`config.mk`:
```
export PLATFORM = sky130hd
export DESIGN_NAME = wb_stage
export DESIGN_NICKNAME = d
export VERILOG_FILES = /design/src/rtl/wb_stage_pkg.sv /design/src/rtl/wb_stage_load_align.sv /design/src/rtl/wb_stage.sv
export SDC_FILE = /design/constraint.sdc
export NUM_CORES = 1
export LEC_CHECK = 0
export BUFFER_PORTS_ARGS = -buffer_cell sky130_fd_sc_hd__buf_2
export CAP_MARGIN = 20
export CORE_MARGIN = 4
export CORE_UTILIZATION = 32
export CTS_CLUSTER_SIZE = 8
export DETAILED_ROUTE_END_ITERATION = 8
export GPL_TIMING_DRIVEN = 1
export RECOVER_POWER = 100
export SLEW_MARGIN = 20
export SYNTH_ARGS = -nofsm -noshare
export SYNTH_HDL_FRONTEND = slang
export SYNTH_SLANG_ARGS = --single-unit
```
`constraint.sdc`:
```
create_clock -name clk -period 4.1 [get_ports clk]
set_input_delay 0.205 -clock clk [delete_from_list [all_inputs] [get_ports clk]]
set_output_delay 0.205 -clock clk [all_outputs]
set_load 0.005 [all_outputs]
```
`src/rtl/wb_stage_pkg.sv`:
```
// wb_stage_pkg
// Shared constants for the write-back stage.
//   RST_ENABLE : active level of the synchronous reset
//   load_op_e  : data-memory load type codes carried down the pipeline
//                (5..7 are reserved and treated as misaligned loads)
package wb_stage_pkg;

  localparam logic RST_ENABLE = 1'b1;

  typedef enum logic [2:0] {
    LOAD_LB  = 3'd0,
    LOAD_LBU = 3'd1,
    LOAD_LH  = 3'd2,
    LOAD_LHU = 3'd3,
    LOAD_LW  = 3'd4
  } load_op_e;

endpackage

```
`src/rtl/wb_stage_load_align.sv`:
```
// load_align
// Purely combinational big-endian load alignment and extension.
//   word       : raw data-memory read word
//   op         : load type (load_op_e encoding)
//   byte_addr  : low two address bits of the load
//   data       : aligned and sign/zero-extended result
//   misaligned : access cannot be performed (bad alignment or reserved op)
module load_align
  import wb_stage_pkg::*;
#(
  parameter int DATA_W = 32
) (
  input  logic [DATA_W-1:0] word,
  input  logic [2:0]        op,
  input  logic [1:0]        byte_addr,
  output logic [DATA_W-1:0] data,
  output logic              misaligned
);

  logic [7:0]  sel_byte;
  logic [15:0] sel_half;

  // Big-endian lane select: address 0 is the most significant byte/half.
  always_comb begin
    sel_byte = word[DATA_W-1 -: 8];
    case (byte_addr)
      2'd0: sel_byte = word[DATA_W-1  -: 8];
      2'd1: sel_byte = word[DATA_W-9  -: 8];
      2'd2: sel_byte = word[DATA_W-17 -: 8];
      2'd3: sel_byte = word[DATA_W-25 -: 8];
      default: sel_byte = word[DATA_W-1 -: 8];
    endcase
    sel_half = byte_addr[1] ? word[DATA_W-17 -: 16] : word[DATA_W-1 -: 16];
  end

  // Extension per load type. Reserved encodings are flagged so the
  // stage suppresses the write instead of committing garbage.
  always_comb begin
    data       = '0;
    misaligned = 1'b0;
    case (op)
      LOAD_LB:  data = {{(DATA_W-8){sel_byte[7]}}, sel_byte};
      LOAD_LBU: data = {{(DATA_W-8){1'b0}}, sel_byte};
      LOAD_LH: begin
        data       = {{(DATA_W-16){sel_half[15]}}, sel_half};
        misaligned = byte_addr[0];
      end
      LOAD_LHU: begin
        data       = {{(DATA_W-16){1'b0}}, sel_half};
        misaligned = byte_addr[0];
      end
      LOAD_LW: begin
        data       = word;
        misaligned = (byte_addr != 2'd0);
      end
      default: misaligned = 1'b1;
    endcase
  end

endmodule

```
`src/rtl/wb_stage.sv`:
```
// wb_stage
// MEM/WB pipeline register and register-file write-back driver.
//   clk, rst            : clock, synchronous active-high reset
//   mem_wreg/wd/wdata   : MEM-stage write request, destination, ALU result
//   mem_load/load_op    : load indicator and load type
//   mem_byte_addr       : low address bits of the load
//   dmem_rdata          : synchronous data-memory word (valid in first WB cycle)
//   stall_mem/stall_wb  : controller stall bits for MEM and WB
//   flush               : pipeline flush
//   we/waddr/wdata      : register file write port (combinational)
//   misalign            : one-cycle pulse when a misaligned load is dropped
module wb_stage
  import wb_stage_pkg::*;
#(
  parameter int DATA_W = 32,
  parameter int ADDR_W = 5
) (
  input  logic              clk,
  input  logic              rst,
  input  logic              mem_wreg,
  input  logic [ADDR_W-1:0] mem_wd,
  input  logic [DATA_W-1:0] mem_wdata,
  input  logic              mem_load,
  input  logic [2:0]        mem_load_op,
  input  logic [1:0]        mem_byte_addr,
  input  logic [DATA_W-1:0] dmem_rdata,
  input  logic              stall_mem,
  input  logic              stall_wb,
  input  logic              flush,
  output logic              we,
  output logic [ADDR_W-1:0] waddr,
  output logic [DATA_W-1:0] wdata,
  output logic              misalign
);

  logic              wreg_q;
  logic [ADDR_W-1:0] addr_q;
  logic [DATA_W-1:0] data_q;
  logic              load_q;
  logic [2:0]        op_q;
  logic [1:0]        ba_q;
  logic              first_q;
  logic [DATA_W-1:0] hold_q;

  logic [DATA_W-1:0] load_word;
  logic [DATA_W-1:0] align_data;
  logic              align_bad;
  logic              bad_load;

  // The memory word is only on dmem_rdata during the first WB cycle, so
  // hold_q snapshots it when that cycle is about to be held. first_q tells
  // whether the entry is in its first WB cycle.
  always_ff @(posedge clk) begin
    if (rst == RST_ENABLE) begin
      wreg_q  <= 1'b0;
      addr_q  <= '0;
      data_q  <= '0;
      load_q  <= 1'b0;
      op_q    <= '0;
      ba_q    <= '0;
      first_q <= 1'b0;
      hold_q  <= '0;
    end else begin
      if (first_q && stall_wb) begin
        hold_q <= dmem_rdata;
      end
      if (flush || (stall_mem && !stall_wb)) begin
        wreg_q  <= 1'b0;
        addr_q  <= '0;
        data_q  <= '0;
        load_q  <= 1'b0;
        op_q    <= '0;
        ba_q    <= '0;
        first_q <= 1'b0;
      end else if (stall_wb) begin
        first_q <= 1'b0;
      end else begin
        wreg_q  <= mem_wreg;
        addr_q  <= mem_wd;
        data_q  <= mem_wdata;
        load_q  <= mem_load;
        op_q    <= mem_load_op;
        ba_q    <= mem_byte_addr;
        first_q <= 1'b1;
      end
    end
  end

  assign load_word = first_q ? dmem_rdata : hold_q;

  load_align #(.DATA_W(DATA_W)) u_align (
    .word       (load_word),
    .op         (op_q),
    .byte_addr  (ba_q),
    .data       (align_data),
    .misaligned (align_bad)
  );

  // Write port is driven straight from the registered entry so the
  // register file bypass sees it in the same cycle.
  always_comb begin
    bad_load = load_q & align_bad;
    we       = wreg_q & ~bad_load;
    waddr    = addr_q;
    wdata    = load_q ? align_data : data_q;
    misalign = bad_load & first_q;
  end

endmodule

```
; ---- Yosys cells after proc, flatten, opt, wreduce, memory -nomap -nowiden
; Index checks and enable logic that the tools add are counted.
[classes]
eq_ne = 7
mux = 7
bitwise = 4
reduce_logical = 10
[ops]
columns = op, count
row1 = $pmux W32 S5, 1
row2 = $mux W32, 2
row3 = $pmux W8 S4, 1
row4 = $mux W16, 1
row5 = $eq A3 B2 Y1 const B, 2
row6 = $reduce_or A2 Y1, 3
row7 = $eq A2 B2 Y1 const B, 2
row8 = $and A1 B1 Y1, 3
row9 = $eq A3 B1 Y1 const B, 1
row10 = $eq A3 B3 Y1 const B, 1
row11 = $logic_not A3 Y1, 1
row12 = $pmux W1 S3, 1
row13 = $eq A2 B1 Y1 const B, 1
row14 = $logic_and A1 B1 Y1, 2
row15 = $logic_not A2 Y1, 1
row16 = $reduce_bool A2 Y1, 1
row17 = $logic_not A1 Y1, 1
row18 = $logic_or A1 B1 Y1, 1
row19 = $mux W1, 1
row20 = $not A1 Y1, 1
[totals]
regBits = 77
output_inout_bits = 39

; ---- Longest topological paths before layout
; Gate-level depths: netlist of run 1.
[depth]
word_depth = 6
mapped_depth = 7
ltp_nobuf = 4

; ---- Cells and area by module
; Synthesis of run 1 repeated with hierarchy kept, for this count alone.
[hier_totals]
cells_unflattened = 553
hier_area_um2 = 5062.4
[by_module_without_submodules]
columns = module, n_inst, cells_per_inst, area_per_inst_um2
row1 = wb_stage, 1, 418, 3941.3
row2 = load_align, 1, 135, 1121.1

; ---- Worst setup path after synthesis of run 1
; OpenSTA, ideal clock, no wires.
[synth_path]
path_kind = flip-flop to output port
start = register first_q
end = output port wdata[21]
arrival_time_ns = 1.471
setup_slack_ns = 2.424
stages_incl_launch_ff = 7
n_path_buf = 2
path_cell_list = dfxtp_1 -> buf_6 -> mux2i_1 -> a21oi_2 -> o21ai_2 -> buf_2 -> a31oi_1
[synth_via]
elab_chain_cells = 4
[synth_rtl]
columns = item, line_no
row1 = start: declaration, wb_stage.sv:42  ; logic first_q;
row2 = start signal: assignment, wb_stage.sv:61  ; first_q <= 1'b0;
row3 = start signal: assignment, wb_stage.sv:74  ; first_q <= 1'b0;
row4 = start signal: assignment, wb_stage.sv:76  ; first_q <= 1'b0;
row5 = $mux W32 *, wb_stage.sv:89  ; assign load_word = first_q ? dmem_rdata : hold_q;
row6 = $pmux W8 S4 or $mux W16 (tied branches), "wb_stage_load_align.sv:26, wb_stage_load_align.sv:33"
row7 = $pmux W32 S5 *, wb_stage_load_align.sv:41  ; case (op)
row8 = $mux W32 *, wb_stage.sv:105  ; wdata = load_q ? align_data : data_q;
row9 = end: declaration, wb_stage.sv:32  ; output logic [DATA_W-1:0] wdata,
; Mark *: on every way between the ends. The rest lies on a longest branch, timed or not.

; ---- Final worst setup path of run 1
[layout_path]
start = register first_q
end = output port wdata[6]
; The elaborated chain is that of the path after synthesis.

==> results of run 1 <==
-- tightest hold or removal path, stage by stage --
cell     delay, ns
buf_2         0.07
mux2i_1       0.05
nor2_1        0.07
-- logic make-up (layout without fill, tap and decap cells) --
| kind of cell | count (synthesis) | after routing |
|---|---|---|
| compound gates | 100 | 100 |
| buf+inv | 48 | 147 |
| flops | 77 | 77 |
| mux | 85 | 85 |
| simple gates | 211 | 211 |
-- cells in the mapped netlist (2+ instances only) --
cell	count
buf_1	2
o221ai_1	4
and2_1	3
dfxtp_1	77
buf_2	17
a221o_1	3
clkbuf_1	18
nor2b_1	18
o22ai_1	5
o2bb2ai_1	7
a31oi_1	16
nand3_1	4
a21oi_1	47
nor3_1	3
nor2_1	100
mux2i_1	75
o21ai_0	6
nand2_1	76
inv_1	7
buf_6	3
mux2_2	4
mux4_2	6
o22a_1	2
-- stage by stage --
| stage | area (µm²) | power [mW] | cells |
|---|---|---|---|
| finish | 5160 | 1.83 | 792 |
| global route | 5160 | 1.91 | 792 |
| CTS | 5190 | 1.85 | 791 |
| detailed placement | 4880 | 1.01 | 775 |
| global placement | 4880 | 1.00 | 775 |
| floorplan | 4240 | 0.922 | 521 |
-- registers in the layout, indices dropped and copies added, names as in the netlist --
| signal | count |
|---|---|
| data_q | 32 |
| hold_q | 32 |
| waddr | 5 |
| op_q | 3 |
| ba_q | 2 |
| first_q | 1 |
| load_q | 1 |
| wreg_q | 1 |
-- power by group through the flow --
stage	registers, mW	logic [mW]	clock network [mW]
6_report	0.784	0.207	0.840
5_1_grt	0.786	0.226	0.895
4_1_cts	0.784	0.208	0.863
3_5_place_dp	0.800	0.207	0
3_3_place_gp	0.800	0.205	0
2_1_floorplan	0.790	0.132	0
-- area by class of cell --
type | count | area (µm²) | share of cell area
clock inverter | 5 | 75.1 | 0.0146
timing repair buffer | 124 | 596 | 0.116
multi-input combinational | 396 | 2470 | 0.479
sequential | 77 | 1540 | 0.299
tap | 172 | 215 | 0.0417
clock buffer | 11 | 233 | 0.0451
inverter | 7 | 26.3 | 0.00510
-- metal layers --
metal	routed length [µm]	global-route usage
met5	0	0
met4	226	0.0540
met3	949	0.0471
met2	6340	0.284
met1	6480	0.261
-- worst max-delay path by stage --
stage,startpoint,end,slack [ns],cells after the start
finish,first_q$_SDFF_PP0_,wdata[6],0.79,6
global route,op_q[1]$_SDFFE_PP0N_,wdata[12],0.51,5
CTS,first_q$_SDFF_PP0_,wdata[31],1.01,5
detailed placement,first_q$_SDFF_PP0_,wdata[31],1.42,5
global placement,first_q$_SDFF_PP0_,wdata[26],1.58,5
floorplan,first_q$_SDFF_PP0_,wdata[21],2.42,6
==> key figures, run 1 <==
Run status
  – Run status: finished, violations left
  – Failing checks: max-capacitance violations, max-slew violations

Drt
  – WL/cell: 17.7 µm
  – First DRT Iteration DRCs: 357
  – DRT Pass-1 Iters: 5
  – Detailed Route WL: 14000 µm
  – Routed Antenna Nets: 0
  – Via density: 5.15
  – DR vias: about 4100
  – DRC viols: 0

Finish
  – Filler cell count: 1360
  – Most common cell after layout, fill and taps aside: nor2_1
  – Layout cell share with drive strength beyond 1: 0.200
  – Ant diodes: 0
  – Final #Nets: slightly below 700
  – Most frequent cells in the layout: nor2_1, buf_2, nand2_1, dfxtp_1, mux2i_1
  – Syn-to-layout area delta: 21.6%
  – Finished Core Util: 0.404

Power and ir drop
  – Internal Power: 1.39 mW
  – Pwr Density: ~360 nW/µm²
  – Combinational fraction of design power: 0.113
  – Peak VDD IR: 0.000185 V
  – Sw Share: 0.242
  – Clock group share of total power: 0.459
  – Share of power burned in registers: 0.428
  – Static leakage: 1.94 nW
  – Net Sw Power: 0.442 mW

GRT
  – Largest net degree at the start of global routing: 47
  – Initial antenna violation count: 0
  – Gr ovfl total: 0
  – First-pass GRT wire length: 21600 µm
  – Gr usage total: 0.186
  – Vias in the first global route: 3922

Clock tree
  – CTS Hold Buffers Added: 0
  – Skew-Pair Late Insertion Delay: 0.34 ns
  – Post-cts resize count: 0
  – Max Buffers Root-to-Sink: 2
  – Clock slew at reported path FFs: 0.06 ns
  – Post-CTS Setup Inserts: 0
  – H-tree Lvls: 3
  – CTS root buffer: clkbuf_16
  – Num CTS Buffers: 9
  – Sink Count: 77
  – TritonCTS clock tree: yes

Synthesis
  – Post-Synth XOR/XNOR Area: 0
  – Ys async rst share: 0
  – Synthesized cell area: about 4200 µm²
  – Mapped Avg Cell Area: 8.14 µm²
  – Combinational family with the most area after synthesis: multiplexers
  – Simple-Gate Fraction of Synth Area: 0.208
  – Area contributors post-synth: dfxtp_1, mux2i_1, nor2_1
  – Cell taking the most area after synthesis: dfxtp_1
  – Syn nets: 602
  – Mux cell area share after synthesis: 0.220
  – Post-synth EDFFs: 0
  – Adder-cell area share of the yosys netlist: 0
  – Register area share after synthesis: 0.364
  – Synth top area share: 0.364
  – Yosys warns: 0
  – Library cells used by synthesis: between 40 and 50
  – Mapped Cells: 521
  – Seq cells post-synth: 77
  – Synth Area in Compound Gates: 0.152
  – Post-synth top flop: dfxtp_1

Timing
  – Max Clock Skew: 0.00558 ns
  – PnR worst setup slack: 0.790 ns
  – Fin. max-slew vios: between 100 and 150
  – Slew @ Worst Pin: 2.21 ns
  – Final setup violation count: 0
  – Setup repair after global routing missed its margin: false
  – Final hold violations: 0
  – Period minus WS final: 3.31 ns
  – Fmax: 302 MHz
  – Final setup TNS: 0 ns
  – Final worst path period share: 0.807
  – Slew margin rel.: -0.474
  – Final hold slack: 0.0921 ns

Critical path
  – Req. time, crit path: 3.89 ns
  – Family with the most delay on the worst path: buffers and inverters
  – CP Capture Type: output port
  – Register-to-register setup slack: 1.51 ns
  – Worst reg2reg startpoint: first_q$_SDFF_PP0_
  – Crit path buf inv count: 2
  – Critical path arrival: approximately 3.1 ns
  – Crit-path max FO: 25
  – Startpoint Class: flop
  – Worst path max stage delay: 0.79 ns
  – Worst r2r path cells: 3
  – Crit Path Category: flop to output port
  – FF-to-FF End: hold_q[6]$_SDFFE_PP0P_
  – CP cell instances: clkbuf_1 > mux2i_1 > mux4_2 > nor2_1 > a221o_1 > buf_2
  – Max stage delay cell, worst path: clkbuf_1

Placed design
  – Post-DP HPWL: 10200 µm
  – Routability Congestion: 0.923
  – PortBufs: 119
  – Pre-CTS WS: 1.42 ns

Min path
  – Hold wc startpoint: mem_wd[4]
  – Worst Hold End: waddr[4]$_SDFFE_PP0N_
  – Hold Path Depth: 3
  – Hold Path Class: primary input to flop

Floorplanning
  – Die height: 123 µm
  – Core Footprint: 12800 µm²
  – Cell Rows: 41
  – Io pins: 120
  – Die Area: 15200 µm²
  – Starting Density: 0.332
  – Die extent in x: 123 µm

Run
  – Max Cap Violations: 4
No activity file was read; power rests on OpenSTA's default activity.
==> run 2: changes to the inputs <==
Clock period 4.1 ns to 3 ns, I/O delays scaled along.
==> run 2 against run 1 <==
  * Clock skew down 0.0013 ns
  * First-iteration DRC count down 24%
  * Critical path depth unchanged
  * Non-clock buffer count up 6
  * Total power up 31%
  * Utilization about the same
  * Critical path type unchanged
  * Routed wire length down 1.3%
  * Global-route usage down 0.39 points
  * Die area unchanged
  * Largest power group is now sequential cells
  * Via count up 2.6%
  * Hold slack worse by 0.050 ns
  * The run now ends clean
==> key figures, run 2 (synthesis results as in run 1) <==
Run status
  – Run status: finished, final reports clean

Finish
  – Layout cell share with drive strength beyond 1: 0.203 (+0.00320)
  – Syn-to-layout area delta: 21.6% (about the same)
  – Most common cell after layout, fill and taps aside: nor2_1
  – Ant diodes: 0 (unchanged)
  – Most frequent cells in the layout: nor2_1, buf_2, nand2_1, dfxtp_1, mux2i_1
  – Register cell area after layout: 1540 µm² (unchanged)
  – Multi-input gate area: 2460 µm² (-0.20%)
  – Filler cell count: 1323 (-2.7%)
  – Final #Nets: 702 (+0.86%)

Timing
  – Fmax: 350 MHz
  – Final worst path period share: 0.952
  – Final setup violation count: 0 (unchanged)
  – Final setup TNS: 0 ns (unchanged)
  – Final hold slack: 0.0420 ns (-0.0501 ns)
  – Slew margin rel.: 0.0144 (+0.489)
  – Slew @ Worst Pin: 1.48 ns (-0.733 ns)
  – Setup repair after global routing missed its margin: false
  – Fin. max-slew vios: 0 (-100%)
  – Period minus WS final: 2.86 ns
  – Final hold violations: 0 (unchanged)
  – Max Clock Skew: 0.00431 ns (-0.00126 ns)

Drt
  – First DRT Iteration DRCs: 272 (-24%)
  – Detailed Route WL: 13800 µm (-1.3%)
  – DRT Pass-1 Iters: 5 (unchanged)
  – Routed Antenna Nets: 0 (unchanged)
  – DRC viols: 0 (unchanged)
  – WL/cell: 17.3 µm (-2.0%)
  – Via density: 5.25 (+1.9%)
  – DR vias: 4186 (+2.6%)

GRT
  – GR Util met3: 0.0471 (unchanged)
  – Busiest layer in global routing: met2
  – Met2 Use GR: 0.282 (-0.00239)
  – Vias in the first global route: 4066 (+3.7%)
  – Largest net degree at the start of global routing: 46 (-2.1%)
  – Initial antenna violation count: 1 (+1)
  – Gr usage total: 0.183 (-0.00388)
  – First-pass GRT wire length: 21000 µm (-3.0%)
  – Gr ovfl total: 0 (unchanged)
  – GR Layer Usage met1: 0.250 (-0.0119)

Critical path
  – Crit Path Category: flop to output port
  – Max stage delay cell, worst path: mux2i_1
  – Family with the most delay on the worst path: multiplexers
  – Worst r2r path cells: 5 (+2)
  – Critical Path Stages: 6 (unchanged)
  – Critical path arrival: 2.71 ns (-0.40 ns)
  – Worst setup path end: wdata[6]
  – Startpoint Class: flop
  – FF-to-FF End: hold_q[7]$_SDFFE_PP0P_
  – Critical path origin: first_q$_SDFF_PP0_
  – Crit-path max FO: 34 (+36%)
  – Req. time, crit path: 2.85 ns (-1.04 ns)
  – Crit path buf inv count: 2 (unchanged)
  – CP Capture Type: output port
  – CP cell instances: buf_4 > mux2i_1 > mux4_2 > nor2_1 > a221o_1 > clkbuf_1
  – Worst reg2reg startpoint: first_q$_SDFF_PP0_
  – Register-to-register setup slack: 0.66 ns (-0.85 ns)
  – Worst path max stage delay: 0.67 ns (-0.12 ns)

Floorplanning
  – Cell Rows: 41 (unchanged)
  – Starting Density: 0.332 (unchanged)
  – Die extent in x: 123 µm (unchanged)
  – Io pins: 120 (unchanged)
  – Core Footprint: 12800 µm² (unchanged)
  – Die Area: 15200 µm² (unchanged)
  – Die height: 123 µm (unchanged)

Clock tree
  – Num CTS Buffers: 9 (unchanged)
  – Skew-Pair Late Insertion Delay: 0.33 ns (about the same)
  – Sink Count: 77 (unchanged)
  – Max Buffers Root-to-Sink: 2 (unchanged)
  – Clock slew at reported path FFs: 0.06 ns (about the same)
  – CTS root buffer: clkbuf_16
  – TritonCTS clock tree: yes
  – Post-cts resize count: 0 (unchanged)
  – H-tree Lvls: 3 (unchanged)
  – CTS Hold Buffers Added: 0 (unchanged)

Run
  – Max Cap Violations: 0 (-4)

Min path
  – Hold Path Class: primary input to flop

Placed design
  – Routability Congestion: 0.942 (+2.1%)
  – PortBufs: 119 (unchanged)
  – Post-DP HPWL: 10400 µm (+1.5%)

Power and ir drop
  – Static leakage: 1.95 nW (+0.33%)
  – Pwr Density: 464 nW/µm² (+31%)
  – Peak VDD IR: 0.000277 V (+50%)
[run 2: worst min path at each step]
stage / startpoint / end / cells after the start
after floorplan: dmem_rdata[0] / hold_q[0]$_SDFFE_PP0P_ / 2
after global placement: mem_wdata[30] / data_q[30]$_SDFFE_PP0N_ / 3
after detailed placement: mem_wdata[15] / data_q[15]$_SDFFE_PP0N_ / 3
after CTS: mem_wdata[24] / data_q[24]$_SDFFE_PP0N_ / 3
after global routing: mem_wdata[24] / data_q[24]$_SDFFE_PP0N_ / 3
final: mem_wdata[19] / data_q[19]$_SDFFE_PP0N_ / 3
[run 2: tightest hold or removal path: stages]
cell     delay, ns
buf_2         0.07
mux2i_1       0.05
nor2_1        0.07
[run 2: timing repair]
item	in CTS	in global routing
endpoints found under the hold margin	0	0
endpoints found under the setup margin	0	7
setup buffers	0	1
[run 2: final cells by class]
class                      count  area share
sequential                    77       0.299
tap                          172      0.0417
multi-input combinational    396       0.478
inverter                       7     0.00510
clock buffer                  13      0.0466
timing repair buffer         130       0.123
clock inverter                 2     0.00680
[run 2: through the flow]
stage               std cells   util  total power [mW]  instance area [µm²]  setup WS, ns
floorplan                 521      -              1.26                 4240          1.38
global placement          781  0.385              1.38                 4920         0.514
detailed placement        781  0.385              1.38                 4920         0.527
CTS                       796  0.407              2.43                 5200         0.126
global route              797  0.404              2.50                 5150        0.0822
finish                    797  0.404              2.39                 5150         0.144
[run 2: routing by layer]
metal  part of all wire  vias to the layer above
met2               0.45                      174
met5            0.00051                        -
met1               0.46                     1990
li1                   -                     1995
met4              0.026                        2
met3              0.070                       25
[run 2: power by group]
part	switching, mW	total [mW]	internal (mW)
sequential	0.0192	1.07	1.05
clock	0.400	1.04	0.639
combinational	0.162	0.288	0.125
==> run 3: changes to the inputs <==
Settings changed: MAX_ROUTING_LAYER from default to met4.
==> run 3 against run 2 <==
  * The run now ends with max-capacitance violations, max-slew violations left
  * First-iteration DRC count rose by 51%
  * Cell area rose by 0.92%
  * Cell count rose by 0.13%
  * Largest power group is now clock
  * Clock-buffer cell count fell by 2
  * Critical path type unchanged
  * Routed wire length rose by 0.82%
  * Hold slack got worse by 0.0056 ns
  * Fmax rose by 2.4%
==> key figures, run 3 (synthesis results as in run 1) <==
Clock tree
  – Skew-Pair Late Insertion Delay: 0.34 ns (about the same)
  – H-tree Lvls: 3 (unchanged)
  – Sink Count: 77 (unchanged)
  – Clock slew at reported path FFs: 0.06 ns (about the same)
  – CTS root buffer: clkbuf_16
  – Max Buffers Root-to-Sink: 2 (unchanged)
  – Post-cts resize count: 0 (unchanged)
  – TritonCTS clock tree: yes
  – Num CTS Buffers: 9 (unchanged)

Timing
  – Slew margin rel.: -0.0302 (-0.0446)
  – Fmax: 359 MHz (+2.4%)
  – Slew @ Worst Pin: 1.55 ns (+0.0668 ns)
  – Final setup violation count: 0 (unchanged)
  – Max Clock Skew: 0.00451 ns (+0.000201 ns)
  – Setup repair after global routing missed its margin: false
  – Final worst path period share: 0.930 (-0.0225)
  – Final hold violations: 0 (unchanged)
  – Final hold slack: 0.0364 ns (-0.00560 ns)
  – Fin. max-slew vios: 34 (+34)
  – Period minus WS final: 2.79 ns (-0.0674 ns)
  – Final setup TNS: 0 ns (unchanged)

Finish
  – Most common cell after layout, fill and taps aside: nor2_1
  – Syn-to-layout area delta: 22.7%
  – Filler cell count: 1348 (+1.9%)
  – Final #Nets: 703 (+0.14%)
  – Ant diodes: 0 (unchanged)
  – Most frequent cells in the layout: nor2_1, buf_2, nand2_1, dfxtp_1, mux2i_1
  – Finished Core Util: 0.407 (+0.00372)
  – Layout cell share with drive strength beyond 1: 0.212 (+0.00926)

Floorplanning
  – Core Footprint: 12800 µm² (unchanged)
  – Cell Rows: 41 (unchanged)
  – Die height: 123 µm (unchanged)
  – Starting Density: 0.332 (unchanged)
  – Die extent in x: 123 µm (unchanged)
  – Die Area: 15200 µm² (unchanged)
  – Io pins: 120 (unchanged)

Drt
  – Detailed Route WL: 13900 µm (+0.82%)
  – Routed Antenna Nets: 0 (unchanged)
  – WL/cell: 17.4 µm (+0.69%)
  – DRT Pass-1 Iters: 5 (unchanged)
  – DR vias: 4105 (-1.9%)
  – DRC viols: 0 (unchanged)
  – First DRT Iteration DRCs: 411 (+51%)
  – Via density: 5.14 (-2.1%)

Placed design
  – Post-DP HPWL: 10400 µm (+0.65%)
  – Routability Congestion: 0.917 (-2.7%)
  – PortBufs: 119 (unchanged)

GRT
  – Gr usage total: 0.190 (+0.00717)
  – Vias in the first global route: 4022 (-1.1%)
  – Largest net degree at the start of global routing: 46 (unchanged)
  – Initial antenna violation count: 0 (-1)
  – Gr ovfl total: 0 (unchanged)
  – First-pass GRT wire length: 21300 µm (+1.5%)

Min path
  – Hold Path Depth: 3 (unchanged)
  – Hold Path Class: primary input to flop

Power and ir drop
  – Peak VDD IR: 0.000238 V (-14%)
  – Static leakage: 1.98 nW (+1.7%)
  – Pwr Density: 483 nW/µm² (+4.0%)

Run status
  – Run status: finished, violations left
  – Failing checks: max-capacitance violations, max-slew violations

Critical path
  – Crit-path max FO: 13 (-62%)
  – Critical path arrival: 2.64 ns (-0.07 ns)
  – Crit Path Category: flop to output port
  – CP Capture Type: output port
  – Startpoint Class: flop
  – Worst r2r path cells: 5 (unchanged)
  – Req. time, crit path: 2.85 ns (about the same)

Run
  – Max Cap Violations: 1 (+1)
run 3: where the power goes:
| part | switching, mW | leakage [nW] | internal, mW |
|---|---|---|---|
| Sequential | 0.0181 | 0.625 | 1.05 |
| Combinational | 0.164 | 1.21 | 0.126 |
| Clock | 0.413 | 0.152 | 0.745 |
| Total | 0.595 | 1.98 | 1.92 |
run 3: final timing paths:
check                           slack [ns]                       to                    from
worst max-delay path                  0.21                wdata[15]    op_q[2]$_SDFFE_PP0N_
worst min-delay path                  0.04  data_q[20]$_SDFFE_PP0N_           mem_wdata[20]
worst max register to register        0.31  hold_q[20]$_SDFFE_PP0P_      first_q$_SDFF_PP0_
worst min register to register        0.45   hold_q[7]$_SDFFE_PP0P_  hold_q[7]$_SDFFE_PP0P_
run 3: cell type report:
cell class,count,area (µm²),share of cell area
multi-input cells,396,2460,0.474
flip-flops and latches,77,1540,0.297
repair buffers,131,639,0.123
clock buffers,11,243,0.0467
well taps,172,215,0.0414
clock inverters,4,72.6,0.0139
inverters,7,26.3,0.00505
run 3: timing repair:
item | in CTS | in global routing
hold buffers | 0 | 0
setup endpoints to repair | 0 | 13
buffers inserted | 0 | 2
run 3: stage by stage:
step / total power, mW / std cells / setup WS, ns / area (µm²)
after floorplan: 1.26 / 521 / 1.38 / 4240
after global placement: 1.37 / 781 / 0.565 / 4920
after detailed placement: 1.38 / 781 / 0.543 / 4920
after CTS: 2.54 / 796 / 0.152 / 5240
after global routing: 2.61 / 798 / 0.0812 / 5200
final: 2.51 / 798 / 0.211 / 5200
run 3: critical path, stage by stage (launching register included):
cell	delay [ns]
dfxtp_1	0.32
clkbuf_1	0.46
nor3b_1	0.64
a21oi_1	0.26
o22a_1	0.30
o221ai_1	0.18
clkbuf_1	0.14
run 3: layer usage:
layer | part of all wire | wire, µm | track usage
met3 | 0.064 | 896 | 0.0421
met1 | 0.46 | 6400 | 0.256
met4 | 0.012 | 161 | 0.0498
met5 | 0 | 0 | -
met2 | 0.46 | 6460 | 0.290
